File: src/rtl/energy_accumulator_if.sv
// energy_accumulator_if: partial-energy input stream and total-energy output stream of the accumulator
interface energy_accumulator_if #(
    parameter int ENERGY_TOTAL_BIT = 16,
    parameter int LOGSPIN          = 8
);
    logic                               partial_valid_i;
    logic                               partial_ready_o;
    logic signed [ENERGY_TOTAL_BIT-1:0] partial_energy_i;
    logic        [LOGSPIN-1:0]          spin_idx_o;
    logic                               energy_valid_o;
    logic                               energy_ready_i;
    logic signed [ENERGY_TOTAL_BIT-1:0] energy_o;
    logic                               overflow_o;

    modport master (
        output partial_valid_i, partial_energy_i, energy_ready_i,
        input  partial_ready_o, spin_idx_o, energy_valid_o, energy_o, overflow_o
    );

    modport slave (
        input  partial_valid_i, partial_energy_i, energy_ready_i,
        output partial_ready_o, spin_idx_o, energy_valid_o, energy_o, overflow_o
    );
endinterface

File: src/rtl/energy_accumulator.sv
// energy_accumulator: sums DATASPIN signed partial energies into a saturated total; ENERGY_MIN_TRACK_EN adds running-minimum tracking
module energy_accumulator #(
    parameter int DATASPIN         = 256,
    parameter int ENERGY_TOTAL_BIT = 16,
    parameter int LOGSPIN          = $clog2(DATASPIN)
) (
    input  logic clk_i,
    input  logic rst_i,
    input  logic start_i,
    input  logic clear_i,
    output logic busy_o,
`ifdef ENERGY_MIN_TRACK_EN
    output logic signed [ENERGY_TOTAL_BIT-1:0] min_energy_o,
    output logic                               new_min_o,
`endif
    energy_accumulator_if.slave bus
);
    localparam int W  = ENERGY_TOTAL_BIT;
    localparam int AW = W + LOGSPIN;
    localparam logic signed [AW-1:0] ACC_MAX = {{(LOGSPIN + 1){1'b0}}, {(W - 1){1'b1}}};
    localparam logic signed [AW-1:0] ACC_MIN = ~ACC_MAX;
    localparam logic signed [W-1:0] E_MAX = {1'b0, {(W - 1){1'b1}}};
    localparam logic signed [W-1:0] E_MIN = ~E_MAX;
    localparam logic [LOGSPIN-1:0] LAST = LOGSPIN'(DATASPIN - 1);

    typedef enum logic [1:0] {IDLE, ACCUM, DONE} state_t;

    state_t                state_q, state_d;
    logic [LOGSPIN-1:0]    cnt_q, cnt_d;
    logic signed [AW-1:0]  acc_q, acc_d, sum;
    logic signed [W-1:0]   energy_q, energy_d, sat;
    logic                  ovf_q, ovf_d, hi, lo, hs, last_hs;

    // running sum including the current partial, and its clamp to the output range
    always_comb begin
        sum     = acc_q + {{LOGSPIN{bus.partial_energy_i[W-1]}}, bus.partial_energy_i};
        hi      = sum > ACC_MAX;
        lo      = sum < ACC_MIN;
        sat     = hi ? E_MAX : lo ? E_MIN : sum[W-1:0];
        hs      = state_q == ACCUM && bus.partial_valid_i;
        last_hs = hs && cnt_q == LAST;
    end

    // next-state: clear beats everything, start only from IDLE, total latched on the last handshake
    always_comb begin
        state_d  = state_q;
        cnt_d    = cnt_q;
        acc_d    = acc_q;
        energy_d = energy_q;
        ovf_d    = ovf_q;
        if (clear_i) begin
            state_d = IDLE;
            cnt_d   = '0;
            acc_d   = '0;
            ovf_d   = 1'b0;
        end else if (state_q == IDLE && start_i) begin
            state_d = ACCUM;
            cnt_d   = '0;
            acc_d   = '0;
        end else if (hs) begin
            acc_d = sum;
            cnt_d = last_hs ? '0 : cnt_q + LOGSPIN'(1);
            if (last_hs) begin
                state_d  = DONE;
                energy_d = sat;
                ovf_d    = hi | lo;
            end
        end else if (state_q == DONE && bus.energy_ready_i) begin
            state_d = IDLE;
        end
    end

    // state and datapath registers
    always_ff @(posedge clk_i or posedge rst_i) begin
        if (rst_i) begin
            state_q  <= IDLE;
            cnt_q    <= '0;
            acc_q    <= '0;
            energy_q <= '0;
            ovf_q    <= 1'b0;
        end else begin
            state_q  <= state_d;
            cnt_q    <= cnt_d;
            acc_q    <= acc_d;
            energy_q <= energy_d;
            ovf_q    <= ovf_d;
        end
    end

    assign bus.partial_ready_o = state_q == ACCUM;
    assign bus.energy_valid_o  = state_q == DONE;
    assign bus.spin_idx_o      = cnt_q;
    assign bus.energy_o        = energy_q;
    assign bus.overflow_o      = ovf_q;
    assign busy_o              = state_q != IDLE;

`ifdef ENERGY_MIN_TRACK_EN
    logic signed [W-1:0] min_q, min_d;
    logic                new_min_q, new_min_d;

    // lowest saturated total seen since reset; clear does not touch it
    always_comb begin
        min_d     = min_q;
        new_min_d = 1'b0;
        if (!clear_i && last_hs && sat < min_q) begin
            min_d     = sat;
            new_min_d = 1'b1;
        end
    end

    // minimum tracker registers
    always_ff @(posedge clk_i or posedge rst_i) begin
        if (rst_i) begin
            min_q     <= E_MAX;
            new_min_q <= 1'b0;
        end else begin
            min_q     <= min_d;
            new_min_q <= new_min_d;
        end
    end

    assign min_energy_o = min_q;
    assign new_min_o    = new_min_q;
`endif
endmodule

File: src/flat_wrapper.sv
// flat-port wrapper written by rule: the top's interface ports become plain ports
module energy_accumulator_flat 
#(
    parameter int DATASPIN         = 256,
    parameter int ENERGY_TOTAL_BIT = 16,
    parameter int LOGSPIN          = $clog2(DATASPIN)
)
  (clk_i, rst_i, start_i, clear_i, busy_o, bus_partial_valid_i, bus_partial_energy_i, bus_energy_ready_i, bus_partial_ready_o, bus_spin_idx_o, bus_energy_valid_o, bus_energy_o, bus_overflow_o);
  energy_accumulator_if #(.ENERGY_TOTAL_BIT(ENERGY_TOTAL_BIT), .LOGSPIN(LOGSPIN)) bus_i ();
  input  logic clk_i;
  input  logic rst_i;
  input  logic start_i;
  input  logic clear_i;
  output logic busy_o;
  input wire logic [$bits(bus_i.partial_valid_i)-1:0] bus_partial_valid_i;
  input wire logic [$bits(bus_i.partial_energy_i)-1:0] bus_partial_energy_i;
  input wire logic [$bits(bus_i.energy_ready_i)-1:0] bus_energy_ready_i;
  output wire logic [$bits(bus_i.partial_ready_o)-1:0] bus_partial_ready_o;
  output wire logic [$bits(bus_i.spin_idx_o)-1:0] bus_spin_idx_o;
  output wire logic [$bits(bus_i.energy_valid_o)-1:0] bus_energy_valid_o;
  output wire logic [$bits(bus_i.energy_o)-1:0] bus_energy_o;
  output wire logic [$bits(bus_i.overflow_o)-1:0] bus_overflow_o;
  assign bus_i.partial_valid_i = bus_partial_valid_i;
  assign bus_i.partial_energy_i = bus_partial_energy_i;
  assign bus_i.energy_ready_i = bus_energy_ready_i;
  assign bus_partial_ready_o = bus_i.partial_ready_o;
  assign bus_spin_idx_o = bus_i.spin_idx_o;
  assign bus_energy_valid_o = bus_i.energy_valid_o;
  assign bus_energy_o = bus_i.energy_o;
  assign bus_overflow_o = bus_i.overflow_o;
  energy_accumulator #(.DATASPIN(DATASPIN), .ENERGY_TOTAL_BIT(ENERGY_TOTAL_BIT), .LOGSPIN(LOGSPIN)) u_core (.clk_i(clk_i), .rst_i(rst_i), .start_i(start_i), .clear_i(clear_i), .busy_o(busy_o), .bus(bus_i));
endmodule
File: config.mk
export PLATFORM = sky130hd
export DESIGN_NAME = energy_accumulator_flat
export DESIGN_NICKNAME = d
export VERILOG_FILES = /design/src/rtl/energy_accumulator_if.sv /design/src/rtl/energy_accumulator.sv /design/src/flat_wrapper.sv
export SDC_FILE = /design/constraint.sdc
export NUM_CORES = 1
export LEC_CHECK = 0
export BUFFER_PORTS_ARGS = -buffer_cell sky130_fd_sc_hd__buf_4
export CORE_MARGIN = 2
export CORE_UTILIZATION = 58
export CTS_CLUSTER_SIZE = 14
export DETAILED_ROUTE_END_ITERATION = 12
export PLACE_DENSITY = 0.78
export SKIP_CTS_REPAIR_TIMING = 1
export SLEW_MARGIN = 5
export SYNTH_ARGS = -nofsm -noshare
export SYNTH_HDL_FRONTEND = slang
export SYNTH_SLANG_ARGS = --single-unit
File: constraint.sdc
create_clock -name clk_i -period 3.3 [get_ports clk_i]
set_input_delay 0.66 -clock clk_i [delete_from_list [all_inputs] [get_ports clk_i]]
set_output_delay 0.66 -clock clk_i [all_outputs]
set_load 0.05 [all_outputs]
==> results.md <==
* Initial antenna violation count at 0
* Starting Density at 0.611
* WS Path Type: in2reg
* Slew @ Worst Pin at 1.05 ns
* Ys flop type: dfrtp_1
* Critical Path Sink Type: flop
* Diodes inserted at 0
* Vias in the first global route at 3193
* Critical Path Source Type: input port
* Clk Latency, worst-skew pair at 0.31 ns
* Internal cell power at 967 uW
* Global-route wire length before repair at 14900 um
* Post-route clock period utilization at 0.964
* GRT Total Usage at 0.296
* Comb pwr share at 0.296
* Slew Limit Fails at 0
* Bufs and invs on worst path at 4
* Worst path required time at 3.50 ns
* Die Y-Extent at 80.9 um
* Top cell family by delay on the critical path: compound AO/OA/AOI/OAI gates
* GP Congestion at 0.911
* Iter 0 DRT Violations at 157
* Hold Path Class: reg2reg
* Grt total ovfl at 0
* Sequential share of the synthesized area at 0.372
* Mux cell area share after synthesis at 0.00292
* Warnings from Yosys at 0
* EDFF count, synth at 0
* Final Hold Fails at 0
* TritonCTS clock tree: built
* Die Span X at 80.9 um
* Ys async rst share at 1.00
* Largest family of logic cells by synthesized area: compound AO/OA/AOI/OAI gates
* CP dominant cell by count: buf_4
* Final Net Count at 516
* Clk pin slew, worst setup/hold paths at 0.09 ns
* Worst Hold Slack at 0.497 ns
* Final wirelength at 9160 um
* Sw Share at 0.335
* Syn Nets at 421
* CTS H-tree depth at 2
* Worst stage delay on the critical path at 0.35 ns
* Lkg Pwr at 2.17 nW
* Setup TNS at 0 ns
* Synth cell types at 49
* Mapped Avg Cell Area at 9.16 um^2
* Drt wl/cell at 16.9 um
* Synth Register Bits at 51
* Xor/xnor share of the synthesized area at 0.0759
* Post-Synth Adder-Cell Area at 0.0935
* Input/output buffers at 49
* Post-synthesis compound-gate area fraction at 0.276
* Fraction of layout cells with a size suffix above 1 at 0.275
* FILL cells at 412
* Status: finished clean
* Routed vias/inst at 6.04
* Post-Syn Instances at 374
* Synthesized area at 3430 um^2
* Hold_sp: u_core.bus.energy_o[7]$_DFFE_PP0P_
* Max clock buf depth at 2
* Clk pwr share at 0.250
* CP cell instances: buf_4 > ha_1 > a21oi_1 > o21ai_1 > a21oi_1 > buf_4 > buf_4 > a2111oi_4 > nor2_1 > xnor2_1 > nand4_1 > buf_4 > o211a_1 > a221o_1
* Root buffer selected by CTS: clkbuf_8
* Core area at 5610 um^2
* Max Cap Viol at 0
* PwrDens at 337 nW/um^2
* Crit path time final at 3.18 ns
* # IOs at 50
* Clock Sinks at 51
* Critical Path Start: bus_partial_energy_i[6]
* Setup violations, final at 0
* Fmax at 0.314 GHz
* Critical R2R Launch: u_core.acc_q[6]$_DFFE_PP0P_
* TritonCTS buffer count at 5
* Cell Area, Placed at 4220 um^2
* Hpwl dp at 6990 um
* Max IR drop VDD at 0.000240 V
* Commonest non-fill, non-tap cell in the layout: buf_4
* Final worst slack at 0.120 ns
* Reg power frac at 0.454
* Pin count of the biggest net entering global routing at 52
* CP max stage cell: a2111oi_4
* ANT nets after route at 0
* Final instance area at 4320 um^2
* Setup Skew at 0.00951 ns
* FP Rows at 27
* Area growth, synth to finish at 26.1%
* Post-route DRC at 0
* Most frequent cells in the layout: 103 x buf_4, 51 x dfrtp_1, 40 x nand2_1
* Vias at 3270
* Pre-CTS WS at -0.226 ns
* Switching pwr at 487 uW
* Synth Area in Simple Gates at 0.145
* Arr. time, crit path at 3.38 ns
* Drt pass-1 iters at 5
* CP max FO at 4
* Die footprint at 6540 um^2
* RSZ-0062 raised after global routing: no
* Worst slew margin at 0.298
-- cells by family (layout without fill, tap and decap cells) --
kind of cell               Yosys count  after routing
xor gates and xnor gates            28             28
muxes                                1              1
adders and majority gates           25             25
AOI/OAI and AO/OA                  132            132
buffers and inverters               30            125
and+or+nand+nor                    107            107
DFF                                 51             51
-- metrics by stage --
step | power [mW] | std cells | util
6_report | 1.45 | 541 | 0.770
5_1_grt | 1.52 | 541 | 0.770
4_1_cts | 1.45 | 540 | 0.767
3_5_place_dp | 1.09 | 533 | 0.753
3_3_place_gp | 1.08 | 533 | 0.753
2_1_floorplan | 0.922 | 374 | -
-- flip-flops by register name, indices dropped and copies added, names as in the netlist --
name,cells
u_core.state_q,2
u_core.bus.energy_o,16
u_core.bus.spin_idx_o,8
u_core.bus.overflow_o,1
u_core.acc_q,24
-- cell usage after synthesis, types with 3 or more instances --
cell       n  area share
nor3_1     6      0.0088
o211ai_1   5       0.011
nor2_1    28       0.031
a221o_1    7       0.020
ha_1      24       0.088
clkbuf_1  12       0.013
xor2_1    13       0.033
nand4_1    5      0.0091
nand2_1   40       0.044
o211a_1    3      0.0088
and3_1     6       0.011
inv_1     15       0.016
o21ai_0   19       0.028
a211oi_1   7       0.015
or2_2      3      0.0055
xnor2_1   13       0.033
a31oi_1    3      0.0055
o21ai_1   11       0.016
nand3_1    8       0.012
a21oi_1   34       0.050
dfrtp_1   51        0.37
a21o_1     4      0.0088
a22o_1    22       0.056
-- power by group through the flow --
| stage | Sequential, mW | Combinational [mW] | Clock, mW |
|---|---|---|---|
| 6_report | 0.660 | 0.431 | 0.363 |
| 3_5_place_dp | 0.672 | 0.421 | 0 |
| 2_1_floorplan | 0.701 | 0.221 | 0 |
| 5_1_grt | 0.662 | 0.466 | 0.389 |
| 4_1_cts | 0.660 | 0.424 | 0.366 |
| 3_3_place_gp | 0.671 | 0.412 | 0 |
-- tightest hold or removal path: cells and delay by family, from the launching register on --
| family | cells | cell delay, ns |
|---|---|---|
| compound gates | 1 | 0.06 |
| flops | 1 | 0.35 |
| simple gates | 1 | 0.05 |
-- routing by layer --
| metal | wire length, um | global-route usage | share of wire | vias up |
|---|---|---|---|---|
| li1 | - | - | - | 1572 |
| met3 | 463 | 0.0511 | 0.051 | 29 |
| met1 | 3980 | 0.379 | 0.43 | 1556 |
| met5 | 0 | 0 | 0 | - |
| met2 | 4410 | 0.490 | 0.48 | 113 |
| met4 | 304 | 0.131 | 0.033 | 0 |
-- layout make-up --
class,instances,area [um^2],area share
Sequential cell,51,1280,0.295
Clock inverter,2,13.8,0.00319
Timing Repair Buffer,103,773,0.179
Tap cell,72,90.1,0.0209
Multi-Input combinational cell,293,2040,0.473
Inverter,15,56.3,0.0130
Clock buffer,5,68.8,0.0159
-- path summary, 6_finish.rpt --
path                                                 endpoint  slack, ns  cells past startpoint
setup / recovery           u_core.bus.energy_o[8]$_DFFE_PP0P_       0.12                     14
hold / removal             u_core.bus.energy_o[7]$_DFFE_PP0P_       0.50                      2
setup reg to reg           u_core.bus.energy_o[8]$_DFFE_PP0P_       0.16                     13
hold reg to reg            u_core.bus.energy_o[7]$_DFFE_PP0P_       0.50                      2
max in group asynchronous        u_core.acc_q[20]$_DFFE_PP0P_       2.05                      2
min in group asynchronous  u_core.bus.energy_o[7]$_DFFE_PP0P_       0.61                      2
Power figures use the tool's default switching activity.
